==> config.mk <==
export PLATFORM = sky130hd
export DESIGN_NAME = aibcr3aux_osc_freq_mon
export DESIGN_NICKNAME = d
export VERILOG_FILES = /design/src/rtl/aibcr3aux_osc_freq_mon.sv
export SDC_FILE = /design/constraint.sdc
export NUM_CORES = 1
export LEC_CHECK = 0
export ABC_AREA = 1
export BUFFER_PORTS_ARGS = -buffer_cell sky130_fd_sc_hd__buf_2
export CAP_MARGIN = 20
export CORE_MARGIN = 2
export CORE_UTILIZATION = 30
export CTS_CLUSTER_DIAMETER = 60
export DETAILED_ROUTE_END_ITERATION = 10
export GPL_TIMING_DRIVEN = 0
export SLEW_MARGIN = 30
export SYNTH_ARGS = -nofsm -noshare
export SYNTH_HDL_FRONTEND = slang
export SYNTH_SLANG_ARGS = --single-unit
export TNS_END_PERCENT = 5
==> constraint.sdc <==
create_clock -name clk -period 3.7 [get_ports clk]
set_input_delay 0.37 -clock clk [delete_from_list [all_inputs] [get_ports clk]]
set_output_delay 0.37 -clock clk [all_outputs]
set_load 0.01 [all_outputs]
==> src/rtl/aibcr3aux_osc_freq_mon.sv <==
// ---------------------------------------------------------------------------
// aibcr3aux_osc_freq_mon
//
// Frequency monitor controller for the aux oscillator. It clears the external
// 6-bit counter, enables it for a programmed window of reference clocks, lets
// it settle, then captures the count and compares it against an inclusive
// low/high threshold pair. It runs single-shot or back-to-back (cont_mode).
//
// Parameters:
//   WIN_W  - width of the window length field
//   SETTLE - reference cycles between enable removal and capture (>= 2)
//
// Ports:
//   clk, reset_n          - reference clock, async active-low reset
//   start                 - request a measurement (only looked at in IDLE)
//   cont_mode             - re-arm automatically after every capture
//   abort                 - synchronous abort back to IDLE, no done
//   win_len               - window length in clk cycles (0 acts as 1)
//   thr_lo, thr_hi        - inclusive count limits
//   cnt_bin               - oscillator count, quasi-static when sampled
//   cnt_en, cnt_rstb      - counter enable / active-low clear
//   meas_val, in_range    - last captured count and its verdict
//   done                  - one-cycle pulse when meas_val/in_range update
//   busy                  - high whenever the FSM is not IDLE
//
// Optional feature (macro AIBCR3AUX_FMON_STICKY_FAIL_EN):
//   fail_sticky - set by any out-of-range capture, cleared by reset_n or by
//                 an accepted start; survives abort and continuous iterations.
// ---------------------------------------------------------------------------
module aibcr3aux_osc_freq_mon #(
  parameter int unsigned WIN_W  = 8,
  parameter int unsigned SETTLE = 3
) (
  input  logic             clk,
  input  logic             reset_n,
  input  logic             start,
  input  logic             cont_mode,
  input  logic             abort,
  input  logic [WIN_W-1:0] win_len,
  input  logic [5:0]       thr_lo,
  input  logic [5:0]       thr_hi,
  input  logic [5:0]       cnt_bin,
  output logic             cnt_en,
  output logic             cnt_rstb,
  output logic [5:0]       meas_val,
  output logic             in_range,
  output logic             done,
  output logic             busy
`ifdef AIBCR3AUX_FMON_STICKY_FAIL_EN
  ,
  output logic             fail_sticky
`endif
);

  // Phase timer must hold both the window length and the settle length.
  localparam int unsigned SettleW = (SETTLE > 2) ? $clog2(SETTLE) : 1;
  localparam int unsigned TmrW    = (WIN_W > SettleW) ? WIN_W : SettleW;

  typedef enum logic [2:0] {
    StIdle    = 3'd0,
    StClr     = 3'd1,
    StCount   = 3'd2,
    StSettle  = 3'd3,
    StCapture = 3'd4
  } state_e;

  state_e           state_q, state_d;
  logic [TmrW-1:0]  timer_q, timer_d;
  logic [WIN_W-1:0] win_len_q, win_len_d;
  logic [5:0]       thr_lo_q, thr_lo_d;
  logic [5:0]       thr_hi_q, thr_hi_d;
  logic [5:0]       meas_val_q, meas_val_d;
  logic             in_range_q, in_range_d;
  logic             done_q, done_d;
  logic             cnt_en_q, cnt_en_d;
  logic             cnt_rstb_q, cnt_rstb_d;
  logic             busy_q, busy_d;

  logic             load_cfg;
  logic             capture;
  logic             cmp_ok;
  logic [WIN_W-1:0] win_eff;

  // A zero-length window still enables the counter for one cycle.
  assign win_eff = (win_len_q == '0) ? WIN_W'(1) : win_len_q;

  // Inverted thresholds (lo > hi) can never satisfy both bounds.
  assign cmp_ok  = (cnt_bin >= thr_lo_q) && (cnt_bin <= thr_hi_q);

  // Abort suppresses the capture even if it lands on the CAPTURE cycle.
  assign capture = (state_q == StCapture) && !abort;

  // -------------------------------------------------------------------------
  // State register
  // -------------------------------------------------------------------------
  always_ff @(posedge clk or negedge reset_n) begin
    if (!reset_n) begin
      state_q <= StIdle;
      timer_q <= '0;
    end else begin
      state_q <= state_d;
      timer_q <= timer_d;
    end
  end

  // -------------------------------------------------------------------------
  // Next-state logic
  // -------------------------------------------------------------------------
  always_comb begin
    state_d  = state_q;
    timer_d  = timer_q;
    load_cfg = 1'b0;
    if (abort) begin
      state_d = StIdle;
      timer_d = '0;
    end else begin
      unique case (state_q)
        StIdle: begin
          if (start) begin
            state_d  = StClr;
            timer_d  = TmrW'(1);
            load_cfg = 1'b1;
          end
        end
        StClr: begin
          if (timer_q == '0) begin
            state_d = StCount;
            timer_d = TmrW'(win_eff) - TmrW'(1);
          end else begin
            timer_d = timer_q - TmrW'(1);
          end
        end
        StCount: begin
          if (timer_q == '0) begin
            state_d = StSettle;
            timer_d = TmrW'(SETTLE - 1);
          end else begin
            timer_d = timer_q - TmrW'(1);
          end
        end
        StSettle: begin
          if (timer_q == '0) begin
            state_d = StCapture;
          end else begin
            timer_d = timer_q - TmrW'(1);
          end
        end
        StCapture: begin
          if (cont_mode) begin
            state_d  = StClr;
            timer_d  = TmrW'(1);
            load_cfg = 1'b1;
          end else begin
            state_d = StIdle;
          end
        end
        default: begin
          state_d = StIdle;
          timer_d = '0;
        end
      endcase
    end
  end

  // -------------------------------------------------------------------------
  // Output logic: outputs are registered from the next state so they line up
  // with state_q and have no combinational path from the inputs.
  // -------------------------------------------------------------------------
  always_comb begin
    cnt_en_d   = (state_d == StCount);
    cnt_rstb_d = (state_d != StClr);
    busy_d     = (state_d != StIdle);
    done_d     = capture;
    meas_val_d = capture ? cnt_bin : meas_val_q;
    in_range_d = capture ? cmp_ok  : in_range_q;
  end

  // Configuration is frozen on every entry to CLR.
  always_comb begin
    win_len_d = win_len_q;
    thr_lo_d  = thr_lo_q;
    thr_hi_d  = thr_hi_q;
    if (load_cfg) begin
      win_len_d = win_len;
      thr_lo_d  = thr_lo;
      thr_hi_d  = thr_hi;
    end
  end

  always_ff @(posedge clk or negedge reset_n) begin
    if (!reset_n) begin
      cnt_en_q   <= 1'b0;
      cnt_rstb_q <= 1'b0;
      busy_q     <= 1'b0;
      done_q     <= 1'b0;
      meas_val_q <= 6'h00;
      in_range_q <= 1'b0;
      win_len_q  <= '0;
      thr_lo_q   <= 6'h00;
      thr_hi_q   <= 6'h00;
    end else begin
      cnt_en_q   <= cnt_en_d;
      cnt_rstb_q <= cnt_rstb_d;
      busy_q     <= busy_d;
      done_q     <= done_d;
      meas_val_q <= meas_val_d;
      in_range_q <= in_range_d;
      win_len_q  <= win_len_d;
      thr_lo_q   <= thr_lo_d;
      thr_hi_q   <= thr_hi_d;
    end
  end

  assign cnt_en   = cnt_en_q;
  assign cnt_rstb = cnt_rstb_q;
  assign busy     = busy_q;
  assign done     = done_q;
  assign meas_val = meas_val_q;
  assign in_range = in_range_q;

`ifdef AIBCR3AUX_FMON_STICKY_FAIL_EN
  logic fail_sticky_q, fail_sticky_d;

  always_comb begin
    fail_sticky_d = fail_sticky_q;
    if ((state_q == StIdle) && start && !abort) begin
      fail_sticky_d = 1'b0;
    end else if (capture && !cmp_ok) begin
      fail_sticky_d = 1'b1;
    end
  end

  always_ff @(posedge clk or negedge reset_n) begin
    if (!reset_n) begin
      fail_sticky_q <= 1'b0;
    end else begin
      fail_sticky_q <= fail_sticky_d;
    end
  end

  assign fail_sticky = fail_sticky_q;
`endif

endmodule
# Word-level counts from Yosys, hierarchy flattened
# Index checks and enable logic that the tools add are counted.
# W data, S select, Z words.
[totals]
ff_bits = 42
word_cells = 51
output_inout_bits = 11
in_bits = 31
[op_classes]
magnitude_cmp = 2
addsub = 2
mux = 19
n_reduce_logical = 8
n_eq_ne = 9
[ops]
columns = ["cell", "n"]
rows = [
  ["$mux W8", 7],
  ["$pmux W8 S5", 1],
  ["$logic_not A8 Y1", 2],
  ["$sub A8 B1 Y8 const B", 2],
  ["$mux W3", 5],
  ["$pmux W3 S5", 1],
  ["$eq A3 B2 Y1 const B", 3],
  ["$ne A3 B3 Y1 const B", 3],
  ["$ge A6 B6 Y1", 1],
  ["$le A6 B6 Y1", 1],
  ["$mux W1", 4],
  ["$eq A3 B1 Y1 const B", 1],
  ["$eq A3 B3 Y1 const B", 1],
  ["$logic_not A3 Y1", 1],
  ["$ne A3 B1 Y1 const B", 1],
  ["$reduce_and A3 Y1", 1],
  ["$reduce_bool A3 Y1", 1],
  ["$logic_and A1 B1 Y1", 2],
  ["$pmux W1 S2", 1],
  ["$logic_not A1 Y1", 1],
]

# Longest topological paths before layout
[depth]
depth_word = 6
mapped_depth = 15
ltp_nobuf = 15

# Least setup slack after synthesis
# No wires, ideal clock.
[synth_path]
path_type = "reg2reg"
startpoint = "register win_len_q[2]"
endpoint = "register timer_q[4]"
path_slack_ns = 2.119
arrival_ns = 1.464
n_path_buf = 0
required_ns = 3.582
stages_incl_launch_ff = 16
period_less_slack_ns = 1.581
setup_time_ns = 0.118
path_cell_list = "dfrtp_1 -> inv_2 -> nand2_1 -> nor2_1 -> nand2_1 -> nand2_1 -> inv_1 -> ha_1 -> nand2_1 -> nand2_1 -> nand2_1 -> nand2_1 -> nand3_1 -> nand3_1 -> nand3_1 -> nand2_1"
[synth_via]
elab_chain_len = 6
[synth_rtl]
columns = ["item", "line", "rtl"]
rows = [
  ["from (decl)", "69", "logic [WIN_W-1:0] win_len_q, win_len_d;"],
  ["from (signal assigned)", "208", "win_len_q <= win_len_d;"],
  ["$logic_not A8 Y1", "85", "assign win_eff = (win_len_q == '0) ? WIN_W'(1) : win_len_q;"],
  ["$mux W8 *", "85", ""],
  ["$sub A8 B1 Y8 *", "128", "timer_d = TmrW'(win_eff) - TmrW'(1);"],
  ["$mux W8 *", "126", "if (timer_q == '0) begin"],
  ["$pmux W8 S5 *", "117", "unique case (state_q)"],
  ["$mux W8 *", "113", "if (abort) begin"],
  ["to (signal assigned)", "102", "timer_q <= timer_d;"],
  ["to (decl)", "68", "logic [TmrW-1:0] timer_q, timer_d;"],
]
# Mark *: on every way between the ends. The rest lies on a longest branch, timed or not.
# A chain may end at the register's enable or synchronous reset.

# Final worst setup path
[layout_path]
startpoint = "register win_len_q[4]"
endpoint = "register timer_q[4]"
# The elaborated chain is that of the path after synthesis.

==> results.toml <==
[logic_synthesis]
ys_top_cells_by_area = "dfrtp_1 42%, nand2_1 14%, ha_1 6.9%, inv_1 5.2%, nor2_1 4.9%"
synth_top_area_cell = "dfrtp_1"
ys_seq_elements = 42
netlist_instances = 320
synth_top_area_share_pct = 41.5
avgSynthCellArea_sq_um = 7.91
synth_fp_nets = 365
syn_area_sq_um = 2530
yosysWarnings = 0
synth_seq_area_share_pct = 41.5
yosysUniqueCellTypes = 29

[grt]
grt_max_degree = 43
grtUsageTotal_pct = 13.0
grt_pass1_vias = 2080
grt_antenna_before_repair = 0
grt_first_pass_wirelength_mm = 9.39
grt.overflow.total = 0

[floorplanning]
initial_core_util_pct = 30.9
fp.dieW_um = 95.8
core_area_sq_um = 8180
die_h_um = 95.8
rows = 33
dieArea_sq_um = 9180
ios = 42

[clocking]
insertion_delay_ns = 0.29
cts_max_level = 2
cts.sinks = 42
cts_resized = 0
cts_buffer_depth = 2
post_cts_buffers = 0
cts-root-buf = "clkbuf_8"
cts_tree = "built"
path_clk_slew_ns = 0.08
postCtsHoldBufs = 0
cts_buffers = 5

[placed_design]
numPortBuffers = 41
hpwl_mm = 4.23
postPlaceCellArea_sq_um = 2870
placed_cells = 466
gp_congestion = 0.817

[route]
drc = 0
routed_wl_mm = 5.39
vias = 2091
avgViaCountPerCell = 4.42
wl_per_cell_um = 11.4
drtIter0Drc = 61
antenna_left = 0
first_pass_iters = 4

[final_layout]
layout.cells.non_filler = 473
final_nets = 413
final_area_sq_um = 2950
nFillCells = 893
fin_util_pct = 36.1
drive_gt1_share_pct = 24.7
area_growth_pct = 16.6
diodes = 0

[sta]
hold-worst-slack_ns = 0.0539
setup_violations = 0
max_freq_mhz = 546
rsz0062_at_grt = "no"
fin_crit_ns = 1.83
setup_tns_ns = 0
worst_pin_slew_ns = 0.527
fin_crit_sh_pct = 49.5
max_slew_margin_pct = 64.9
finalMaxSlewViolations = 0
hold_viol = 0
clock_skew_ns = 0.00872

[setup_path]
end_kind = "flop"
cp-start-kind = "flop"
arrival_ns = 2.01
crit_fanout = 5
critPathRequiredTime_ns = 3.88
path_class = "flop to flop"

[run_status]
status = "complete, no violations"

[pwr]
ir_drop_mv = 0.209
power_density_nw_per_um2 = 700
p_leak_nw = 1.63

[hold_path]
hold_class = "input port to asynchronous set/reset pin"

[job]
drv_cap = 0
[Yosys cell counts]
library cell	n
a21oi_1	13
ha_1	14
a21oi_4	1
nand3_4	1
buf_2	1
buf_6	3
o21ai_0	3
nand2_4	3
nand3_1	23
o211ai_1	1
o21ai_2	1
o21a_1	1
nor2_2	3
nand2_1	94
inv_1	35
inv_2	11
clkinv_1	2
o22ai_1	1
clkinv_2	1
xor2_1	3
nor2_4	4
nor2_1	33
dfrtp_1	42
nand3_2	2
nand4_1	6
xnor2_1	3
o21ai_1	2
mux2_4	2
a21oi_2	11
[layer usage]
layer / part of all wire, % / GRT usage [%] / vias to the layer above
li1: - / - / 1102
met1: 49 / 17.5 / 959
met2: 46 / 21.3 / 26
met3: 3.2 / 2.27 / 4
met4: 1.2 / 3.93 / 0
met5: 0 / 0 / -
[where the power goes]
part / total [W] / switching, W / internal [W]
registers: 0.000716 / 0.0000934 / 0.000623
clock network: 0.000283 / 0.000153 / 0.000130
logic: 0.00107 / 0.000658 / 0.000408
total: 0.00206 / 0.000904 / 0.00116
[per-stage QoR]
| stage | total power [W] | worst slack (ns) |
|---|---|---|
| floorplan | 0.00156 | 2.12 |
| global placement | 0.00177 | 1.93 |
| detailed placement | 0.00180 | 1.89 |
| CTS | 0.00209 | 1.87 |
| global route | 0.00229 | 1.60 |
| finish | 0.00206 | 1.87 |
[registers in the layout (all words and copies together), names as in the netlist, 3 cells and up]
name       flops
timer_q        8
meas_val       6
thr_lo_q       6
thr_hi_q       6
win_len_q      8
state_q        3
[cells in the final DEF (no fill, tap or decap), types with 2 or more instances in the layout]
cell       n
clkbuf_8   5
mux2_4     2
buf_2     41
dfrtp_1   42
nand3_1   23
a21oi_1   13
nand3_2    2
nand2_4    3
nand2_1   94
inv_2     11
nor2_1    33
nor2_2     3
clkinv_1   2
nor2_4     4
xnor2_1    3
xor2_1     3
buf_6      3
o21ai_1    2
inv_1     35
o21ai_0    3
ha_1      14
a21oi_2   11
nand4_1    6
[critical path, cell delays in order, from the launching register on]
cell,delay [ns]
dfrtp_1,0.38
inv_1,0.13
nand2_1,0.06
nor2_1,0.14
nand2_1,0.15
nand2_1,0.09
inv_1,0.05
ha_1,0.24
nand2_1,0.09
nand2_1,0.05
nand2_1,0.06
nand2_1,0.04
nand3_1,0.07
nand3_1,0.06
nand3_1,0.06
nand2_1,0.06
[path summary, 6_finish.rpt]
kind,from,endpoint,slack [ns],depth (start not counted)
max,win_len_q[4],timer_q[4],1.87,15
min,reset_n,in_range,0.05,1
max reg2reg,win_len_q[4],timer_q[4],1.87,15
min reg2reg,meas_val[1],meas_val[1],0.47,2
max in group asynchronous,reset_n,timer_q[3],3.28,1
min in group clk,thr_hi[0],thr_hi_q[0],0.31,2
[cell families (layout without fill, tap and decap cells)]
kind of cell / after synthesis / count (layout) / share of synthesized area, %
simple gates: 169 / 169 / 30.2
buf+inv: 53 / 101 / 8.85
flops: 42 / 42 / 41.5
compound gates: 34 / 34 / 9.20
fa+ha+maj: 14 / 14 / 6.92
xor+xnor: 6 / 6 / 2.08
mux: 2 / 2 / 1.19
[layout make-up]
| class | instances | area [sq um] | share of cell area [%] |
|---|---|---|---|
| flip-flops and latches | 42 | 1050 | 35.6 |
| well taps | 105 | 131 | 4.45 |
| multi-input cells | 225 | 1250 | 42.6 |
| repair buffers | 41 | 208 | 7.04 |
| clock inverters | 1 | 7.51 | 0.255 |
| plain buffers | 4 | 38.8 | 1.32 |
| inverters | 49 | 185 | 6.28 |
| clock buffers | 6 | 72.6 | 2.46 |
Note: power is estimated with default switching activity, not from simulation.
